--- src/rtl/mips_pkg.sv ---
// Shared definitions for the MIPS load/store path: access size encodings,
// load/store FSM states and the default memory timeout.
package mips_pkg;

  typedef enum logic [1:0] {
    LsByte    = 2'b00,
    LsHalf    = 2'b01,
    LsWord    = 2'b10,
    LsIllegal = 2'b11
  } ls_size_e;

  typedef enum logic [1:0] {
    StIdle = 2'b00,
    StReq  = 2'b01,
    StDone = 2'b10
  } ls_state_e;

  localparam int unsigned TimeoutDefault = 16;

endpackage

--- src/rtl/ls_align.sv ---
// Lane alignment for the load/store unit: byte enables and lane-replicated
// store data for the outgoing request, and right-aligned, extended load data
// taken from the returned word.
module ls_align
  import mips_pkg::*;
(
  input  logic [1:0]  offset,
  input  logic [1:0]  size,
  input  logic        is_signed,
  input  logic [31:0] store_data,
  input  logic [31:0] read_word,
  output logic [3:0]  byte_en,
  output logic [31:0] lane_data,
  output logic [31:0] load_data
);

  logic [7:0]  byte_sel;
  logic [15:0] half_sel;

  // Decode enables, replicate store lanes and pick/extend the load lanes.
  always_comb begin
    byte_en   = 4'b1111;
    lane_data = store_data;
    load_data = read_word;
    byte_sel  = read_word[7:0];
    half_sel  = read_word[15:0];
    case (ls_size_e'(size))
      LsByte: begin
        byte_en   = 4'b0001 << offset;
        lane_data = {4{store_data[7:0]}};
        case (offset)
          2'd0:    byte_sel = read_word[7:0];
          2'd1:    byte_sel = read_word[15:8];
          2'd2:    byte_sel = read_word[23:16];
          default: byte_sel = read_word[31:24];
        endcase
        load_data = {{24{is_signed & byte_sel[7]}}, byte_sel};
      end
      LsHalf: begin
        byte_en   = offset[1] ? 4'b1100 : 4'b0011;
        lane_data = {2{store_data[15:0]}};
        half_sel  = offset[1] ? read_word[31:16] : read_word[15:0];
        load_data = {{16{is_signed & half_sel[15]}}, half_sel};
      end
      default: begin
        byte_en   = 4'b1111;
        lane_data = store_data;
        load_data = read_word;
      end
    endcase
  end

endmodule

--- src/rtl/load_store_unit.sv ---
// Load/store unit: validates a CONTROL access, issues a single memory request,
// waits for mem_ack (bounded by TIMEOUT) and formats load results.
module load_store_unit
  import mips_pkg::*;
#(
  parameter int unsigned TIMEOUT = TimeoutDefault
) (
  input  logic        CLK,
  input  logic        RESET,
  input  logic        MemRead,
  input  logic        MemWrite,
  input  logic [1:0]  LsSize,
  input  logic        LsSigned,
  input  logic [31:0] ALUOut,
  input  logic [31:0] ReadData2,
  output logic [31:0] ReadData3,
  output logic        Stall,
  output logic        AccErr,
  output logic        mem_req,
  output logic        mem_we,
  output logic [31:0] mem_addr,
  output logic [3:0]  mem_be,
  output logic [31:0] mem_wdata,
  input  logic [31:0] mem_rdata,
  input  logic        mem_ack
);

  localparam int unsigned CntW = $clog2(TIMEOUT + 1);

  ls_state_e   state_q, state_d;
  logic [CntW-1:0] cnt_q, cnt_d;
  logic [1:0]  off_q, size_q;
  logic        signed_q, we_q;
  logic [31:0] addr_q, wdata_q, rdata_q, rdata_d;
  logic [3:0]  be_q;
  logic        err_q, err_d;
  logic        accept, aligned, valid, in_idle;

  logic [1:0]  al_off, al_size;
  logic        al_signed;
  logic [3:0]  al_be;
  logic [31:0] al_wdata, al_load;

  // Alignment rules for the live request.
  always_comb begin
    aligned = 1'b0;
    case (ls_size_e'(LsSize))
      LsByte:  aligned = 1'b1;
      LsHalf:  aligned = ~ALUOut[0];
      LsWord:  aligned = (ALUOut[1:0] == 2'b00);
      default: aligned = 1'b0;
    endcase
  end

  assign valid   = (MemRead ^ MemWrite) & aligned;
  assign in_idle = (state_q == StIdle);

  // One aligner serves both directions: live inputs while deciding whether to
  // accept, captured attributes while the load data comes back.
  assign al_off    = in_idle ? ALUOut[1:0] : off_q;
  assign al_size   = in_idle ? LsSize      : size_q;
  assign al_signed = in_idle ? LsSigned    : signed_q;

  ls_align u_ls_align (
    .offset     (al_off),
    .size       (al_size),
    .is_signed  (al_signed),
    .store_data (ReadData2),
    .read_word  (mem_rdata),
    .byte_en    (al_be),
    .lane_data  (al_wdata),
    .load_data  (al_load)
  );

  // Next-state, timeout counter, error pulse, load capture and Stall.
  always_comb begin
    state_d = state_q;
    cnt_d   = cnt_q;
    err_d   = 1'b0;
    rdata_d = rdata_q;
    accept  = 1'b0;
    Stall   = 1'b0;
    case (state_q)
      StIdle: begin
        if (valid) begin
          accept  = 1'b1;
          Stall   = 1'b1;
          state_d = StReq;
          cnt_d   = '0;
        end else if (MemRead | MemWrite) begin
          err_d = 1'b1;
        end
      end
      StReq: begin
        Stall = 1'b1;
        if (mem_ack) begin
          state_d = StDone;
          if (!we_q) rdata_d = al_load;
        end else if (cnt_q == CntW'(TIMEOUT - 1)) begin
          state_d = StIdle;
          err_d   = 1'b1;
        end else begin
          cnt_d = cnt_q + 1'b1;
        end
      end
      StDone:  state_d = StIdle;
      default: state_d = StIdle;
    endcase
  end

  // State and captured request registers; request fields latch only on accept.
  always_ff @(posedge CLK) begin
    if (!RESET) begin
      state_q  <= StIdle;
      cnt_q    <= '0;
      err_q    <= 1'b0;
      rdata_q  <= '0;
      off_q    <= '0;
      size_q   <= '0;
      signed_q <= 1'b0;
      we_q     <= 1'b0;
      addr_q   <= '0;
      be_q     <= '0;
      wdata_q  <= '0;
    end else begin
      state_q <= state_d;
      cnt_q   <= cnt_d;
      err_q   <= err_d;
      rdata_q <= rdata_d;
      if (accept) begin
        off_q    <= ALUOut[1:0];
        size_q   <= LsSize;
        signed_q <= LsSigned;
        we_q     <= MemWrite;
        addr_q   <= {ALUOut[31:2], 2'b00};
        be_q     <= al_be;
        wdata_q  <= al_wdata;
      end
    end
  end

  assign mem_req   = (state_q == StReq);
  assign mem_we    = mem_req & we_q;
  assign mem_addr  = addr_q;
  assign mem_be    = be_q;
  assign mem_wdata = wdata_q;
  assign ReadData3 = rdata_q;
  assign AccErr    = err_q;

endmodule

--- config.mk ---
export PLATFORM = sky130hd
export DESIGN_NAME = load_store_unit
export DESIGN_NICKNAME = d
export VERILOG_FILES = /design/src/rtl/mips_pkg.sv /design/src/rtl/ls_align.sv /design/src/rtl/load_store_unit.sv
export SDC_FILE = /design/constraint.sdc
export NUM_CORES = 1
export LEC_CHECK = 0
export BUFFER_PORTS_ARGS = -buffer_cell sky130_fd_sc_hd__buf_2
export CORE_MARGIN = 4
export CORE_UTILIZATION = 40
export CTS_CLUSTER_SIZE = 30
export DETAILED_ROUTE_END_ITERATION = 8
export PLACE_DENSITY = 0.74
export SLEW_MARGIN = 15
export SYNTH_ARGS = -nofsm -noshare
export SYNTH_HDL_FRONTEND = slang
export SYNTH_SLANG_ARGS = --single-unit
--- constraint.sdc ---
create_clock -name CLK -period 2.3 [get_ports CLK]
set_input_delay 0.115 -clock CLK [delete_from_list [all_inputs] [get_ports CLK]]
set_output_delay 0.115 -clock CLK [all_outputs]
set_load 0.01 [all_outputs]
======== Word-level counts from Yosys, hierarchy flattened ========
Index checks and enable logic that the tools add are counted.
word-level totals
  ROM bits ................................ 0
  memories kept ........................... 0
  input bits .............................. 104
  bits in registers ....................... 112
  memory bits (writable) .................. 0
  output and inout port bits .............. 104
  latch bits .............................. 0
  logic and storage cells ................. 68
cells by class
  reductions and logical operators ........ 9
  eq/ne operators ......................... 11
  shifts and indexed selects .............. 1
  bitwise operators ....................... 8
  divide/modulo/power cells ............... 0
  add/subtract/negate cells ............... 1
  mux-type cells .......................... 27
  order comparisons ....................... 0
  $mul .................................... 0
operators by type and width
  cell                                                    number
  case mux 32 bit (2 select lines)                        2
  case mux 8 bit (3 select lines)                         1
  2-to-1 mux 16 bit                                       1
  2-to-1 mux 5 bit                                        3
  zero test 2 bit                                         5
  2-to-1 mux 2 bit                                        5
  case mux 5 bit (2 select lines)                         1
  equality test 2 x 1 -> 1 bit (second input constant)    4
  2-to-1 mux 8 bit                                        1
  case mux 4 bit (2 select lines)                         1
  2-to-1 mux 1 bit                                        7
  inequality test 2 bit (second input constant)           3
  adder 5 x 1 -> 5 bit (second input constant)            1
  equality test 5 x 4 -> 1 bit (second input constant)    1
  bitwise AND 1 bit                                       4
  equality test 2 bit (second input constant)             2
  2-to-1 mux 4 bit                                        1
  case mux 1 bit (2 select lines)                         2
  case mux 2 bit (2 select lines)                         1
  AND reduction 4 bit                                     1
  left shift 1 x 2 -> 4 bit (first input constant)        1
  inequality test 3 x 1 -> 1 bit (second input constant)  1
  case mux 1 bit (3 select lines)                         1
  AND reduction 3 bit                                     1
  5 further kinds                                         6

======== Logic depth before layout (Yosys ltp) ========
  word-level depth ........................ 7
  depth in mapped cells ................... 8
  gate-level depth less buffers ........... 7

======== Cells and area by module ========
A second synthesis with hierarchy kept.
unflattened totals
  cells, all modules ...................... 696
  area total of the unflattened synthesis .. 5679.2 um2
by module, submodules not included
  module           area an instance (um2)  cells each  seq. area each (um2)  times used
  load_store_unit  4465.5                  517         2242.2                1
  ls_align         1213.7                  179         0.0                   1

======== Worst setup path after synthesis ========
Ideal clock, no wire load.
  path type ............................... register to register
  from .................................... register cnt_q[0]
  to ...................................... register cnt_q[2]
  cell stages (with the launch flop) ...... 8
  required time ........................... 2.224 ns
  path slack .............................. 0.235 ns
  arrival time ............................ 1.989 ns
  library setup time ...................... 0.076 ns
  clock period less this slack ............ 2.065 ns
  path buffers ............................ 0
  cell sequence ........................... dfxtp_1 ha_1 and3_1 ha_1 nor3_1 nor2_1 or4b_1 a21boi_0
between the ends
  cells in the longest elaborated chain, start to end .. 4
  elaborated cells between the ends (all ways) .. 7
  classes of those cells .................. 1 x add/sub; 2 x eq/ne; 3 x mux; 1 x reduce/logical
ends and longest elaborated chain
  what                             RTL line                source
  from (decl)                      load_store_unit.sv:31   logic [CntW-1:0] cnt_q, cnt_d;
  from (signal assigned)           load_store_unit.sv:127  cnt_q <= cnt_d;
  adder 5 x 1 -> 5 bit             load_store_unit.sv:103  cnt_d = cnt_q + 1'b1;
  2-to-1 mux 5 bit                 load_store_unit.sv:99   end else if (cnt_q == CntW'(TIMEOUT - 1)) begin
  2-to-1 mux 5 bit                 load_store_unit.sv:96   if (mem_ack) begin
  case mux 5 bit (2 select lines)  load_store_unit.sv:83   case (state_q)
Several ways; a longest one is shown, not always the timed one. The select of a mux whose other input is x is not followed.
A chain may end at the register's enable or synchronous reset.

======== Worst setup path in the final report ========
Ends and elaborated chain as after synthesis.

==> run_results.csv <==
group,metric,value,unit
setup_path,rr_worst_depth,7,
layout,multi_input_area,0.00261,mm2
worst_hold_path,min_path_cells,3,
detailed_routing,routedWlPerCell,16.8,um
worst_hold_path,holdPathEnd,"mem_addr[11]",
clock_tree,root_buffer,"clkbuf_16",
sta,fin_crit_sh,91.1,%
detailed_routing,ant_nets,0,
logic_synthesis,yosysWarnings,0,
power_and_ir_drop,clockPowerShare,32.9,%
logic_synthesis,synth_ff_type,"dfxtp_1",
placed_design,hpwl,11100,um
logic_synthesis,synthArstFlopShare,0,%
die,core,0.0122,mm2
layout,drive_above_1_share,33.5,%
logic_synthesis,synth_seq_area_share,44.3,%
die,dieArea,0.0145,mm2
die,io_pins,208,
die,core.rowCount,40,
sta,fmax,0.477,GHz
sta,rsz0062_at_grt,"no",
detailed_routing,drt_wl_total,16000,um
grt,use_met3,5.10,%
setup_path,r2r_setup_slack,210,ps
sta,finalSetupTns,0,ps
grt,grt_pass1_wl,25500,um
setup_path,worst-setup-path-type,"reg2reg",
sta,min_period,2090,ps
clock_tree,clk_latency,350,ps
logic_synthesis,synth_seq_cells,112,
clock_tree,numCtsBuffers,9,
setup_path,crit_family,"simple AND/OR/NAND/NOR gates",
layout,area_growth,31.7,%
sta,finalClockSkew,5.49,ps
clock_tree,clock_sinks,112,
die,initial_core_util,41.5,%
setup_path,cp.required,2580,ps
sta,worst_pin_slew,665,ps
setup_path,rr_startpoint,"cnt_q[0]",
setup_path,startpoint_type,"flip-flop",
power_and_ir_drop,cellPowerDensity,690,mW/mm2
detailed_routing,viasPerCell,5.44,
grt,overflow,0,
run_status,status,"complete, no violations",
layout,seq_area,0.00224,mm2
logic_synthesis,yosys.area.top_type,"dfxtp_1",
detailed_routing,drc,0,
detailed_routing,dr_total_vias,5216,
clock_tree,path_clk_slew,70,ps
detailed_routing,drt_iter0_markers,458,
power_and_ir_drop,p_int,3250,uW
die,die_h,121,um
placed_design,place_congestion,0.827,
power_and_ir_drop,comb_power_share,20.5,%
layout,layout.nets,892,
layout,n_antenna_cell,0,
layout,fillers,1203,
grt,grt_pass1_vias,4967,
setup_path,critPathBufInv,0,
logic_synthesis,syn_avg_cell_area,8.59,um2
clock_tree,tritoncts,"built",
sta,setup_ws,205,ps
logic_synthesis,synth_top_area_share,44.3,%
power_and_ir_drop,swShare,29.4,%
clock_tree,htree_levels,3,
power_and_ir_drop,power.switching,1350,uW
setup_path,reg2reg_to,"cnt_q[2]",
clock_tree,clockBufferDepth,2,
placed_design,port_buffers,205,
grt,top_usage_layer,"met2",
layout,final_cell_mix,"205 x buf_2, 120 x nand2_1, 111 x dfxtp_1, 52 x o21ai_0, 49 x a21oi_1",
grt,use_met2,35.3,%
layout,layout_commonest_cell,"buf_2",
sta,slew-limit-headroom,55.4,%
grt,grt_max_degree,113,
logic_synthesis,yosys-top-cells-area,"dfxtp_1 44%, nand2_1 9.0%, a21boi_0 7.1%",
detailed_routing,drt_pass1_iterations,6,
worst_hold_path,min_from,"ALUOut[11]",
placed_design,preCtsSetupSlack,117,ps
setup_path,cp_max_fo,6,
grt,antenna_found_initial,0,
setup_path,crit_top_cell,"ha_1",
power_and_ir_drop,sequentialPowerShare,46.6,%
logic_synthesis,synth_edf_count,0,
worst_hold_path,min_path_type,"in2reg",
sta,setup-violations-final,0,
setup_path,path_cells,"ha_1 > and3_1 > ha_1 > nor3_1 > nor2_1 > or4b_1 > a21boi_0",
logic_synthesis,synthesis.area,0.00506,mm2
layout,postLayoutCoreUtil,54.6,%
die,die_w,121,um
sta,hold_viol,0,
power_and_ir_drop,vdd_drop_max,0.000385,V
setup_path,cp_slowest_stage_delay,510,ps
logic_synthesis,synthCells,589,
setup_path,cp-end-kind,"flip-flop",
run,maxCapViolations,0,
sta,slew_violations,0,
grt,grt_usage,21.6,%
power_and_ir_drop,p_leak,0.00315,uW
grt,globalRouteMet1Util,27.7,%
logic_synthesis,synth.distinct_cells,54,
setup_path,slowest_stage,"or4b_1",
setup_path,arrival,2370,ps
-- per-layer routing --
| metal | routed length [um] | up-vias |
|---|---|---|
| li1 | - | 2506 |
| met4 | 317 | 0 |
| met5 | 0 | - |
| met1 | 6840 | 2460 |
| met2 | 7650 | 223 |
| met3 | 1240 | 27 |
-- how the worst max path moves through the flow --
stage,startpoint,end,depth (start not counted)
final,cnt_q[0],cnt_q[2],7
after global placement,state_q[1],ReadData3[31],6
after floorplan,cnt_q[0],cnt_q[2],7
after global routing,state_q[0],ReadData3[16],6
after detailed placement,state_q[1],ReadData3[31],6
after CTS,state_q[1],ReadData3[8],5
-- power groups by stage --
| stage | clock (uW) | sequential (uW) | combinational (uW) |
|---|---|---|---|
| floorplan | 0 | 2240 | 474 |
| global placement | 0 | 2180 | 917 |
| detailed placement | 0 | 2190 | 924 |
| CTS | 1560 | 2140 | 942 |
| global route | 1640 | 2160 | 1030 |
| finish | 1510 | 2140 | 944 |
-- per-stage QoR --
stage                     instances  power [uW]  instance area (um2)  hold slack [ps]
final                           958        4600                 6670             12.9
after global routing            958        4830                 6670             14.6
after CTS                       958        4640                 6670             1.10
after detailed placement        930        3110                 6260              372
after global placement          930        3100                 6260              365
after floorplan                 590        2710                 5070              260
-- cells in the mapped netlist (5+ instances only) --
cell type / instances
dfxtp_1: 112
nor3_1: 5
a221oi_1: 16
a31oi_1: 8
a21boi_0: 48
clkbuf_1: 31
nor2_1: 6
o21ai_0: 52
mux2i_1: 9
a21oi_2: 11
buf_2: 6
o211a_1: 18
inv_1: 5
nand2_1: 121
nand3_1: 17
buf_1: 5
a22o_1: 6
a21oi_1: 49
-- logic make-up (layout without fill, tap and decap cells) --
logic type,count (synthesis),count (layout),synth area share (%)
compound gates,228,228,31.5
simple gates,181,181,16.5
flops,112,112,44.3
buf+inv,52,252,4.52
mux,11,11,2.22
fa+ha+maj,3,3,0.742
other cells,1,2,0.0741
xor+xnor,1,1,0.173
-- worst min-delay path: stages --
cell and delay (ps):
buf_2 90, nand2_1 40, a21boi_0 60
-- registers in the layout, indices dropped and copies added (netlist names), 2 cells and up --
register and flops:
ReadData3 32, cnt_q 5, mem_addr 30, mem_be 4, mem_wdata 32, off_q 2, size_q 2, state_q 2
-- layout make-up --
cell class | count | share of cell area, %
clock inverters | 4 | 0.432
inverters | 5 | 0.281
well taps | 168 | 3.15
flip-flops and latches | 112 | 33.6
repair buffers | 231 | 19.5
multi-input cells | 426 | 39.1
clock buffers | 12 | 3.85
-- timing repair --
action	4_1_cts	5_1_grt
resized for setup	0	1
hold buffers	12	0
hold endpoints to repair	12	0
setup endpoints to repair	0	24
buffers inserted	0	0
No activity file was read; power rests on OpenSTA's default activity.
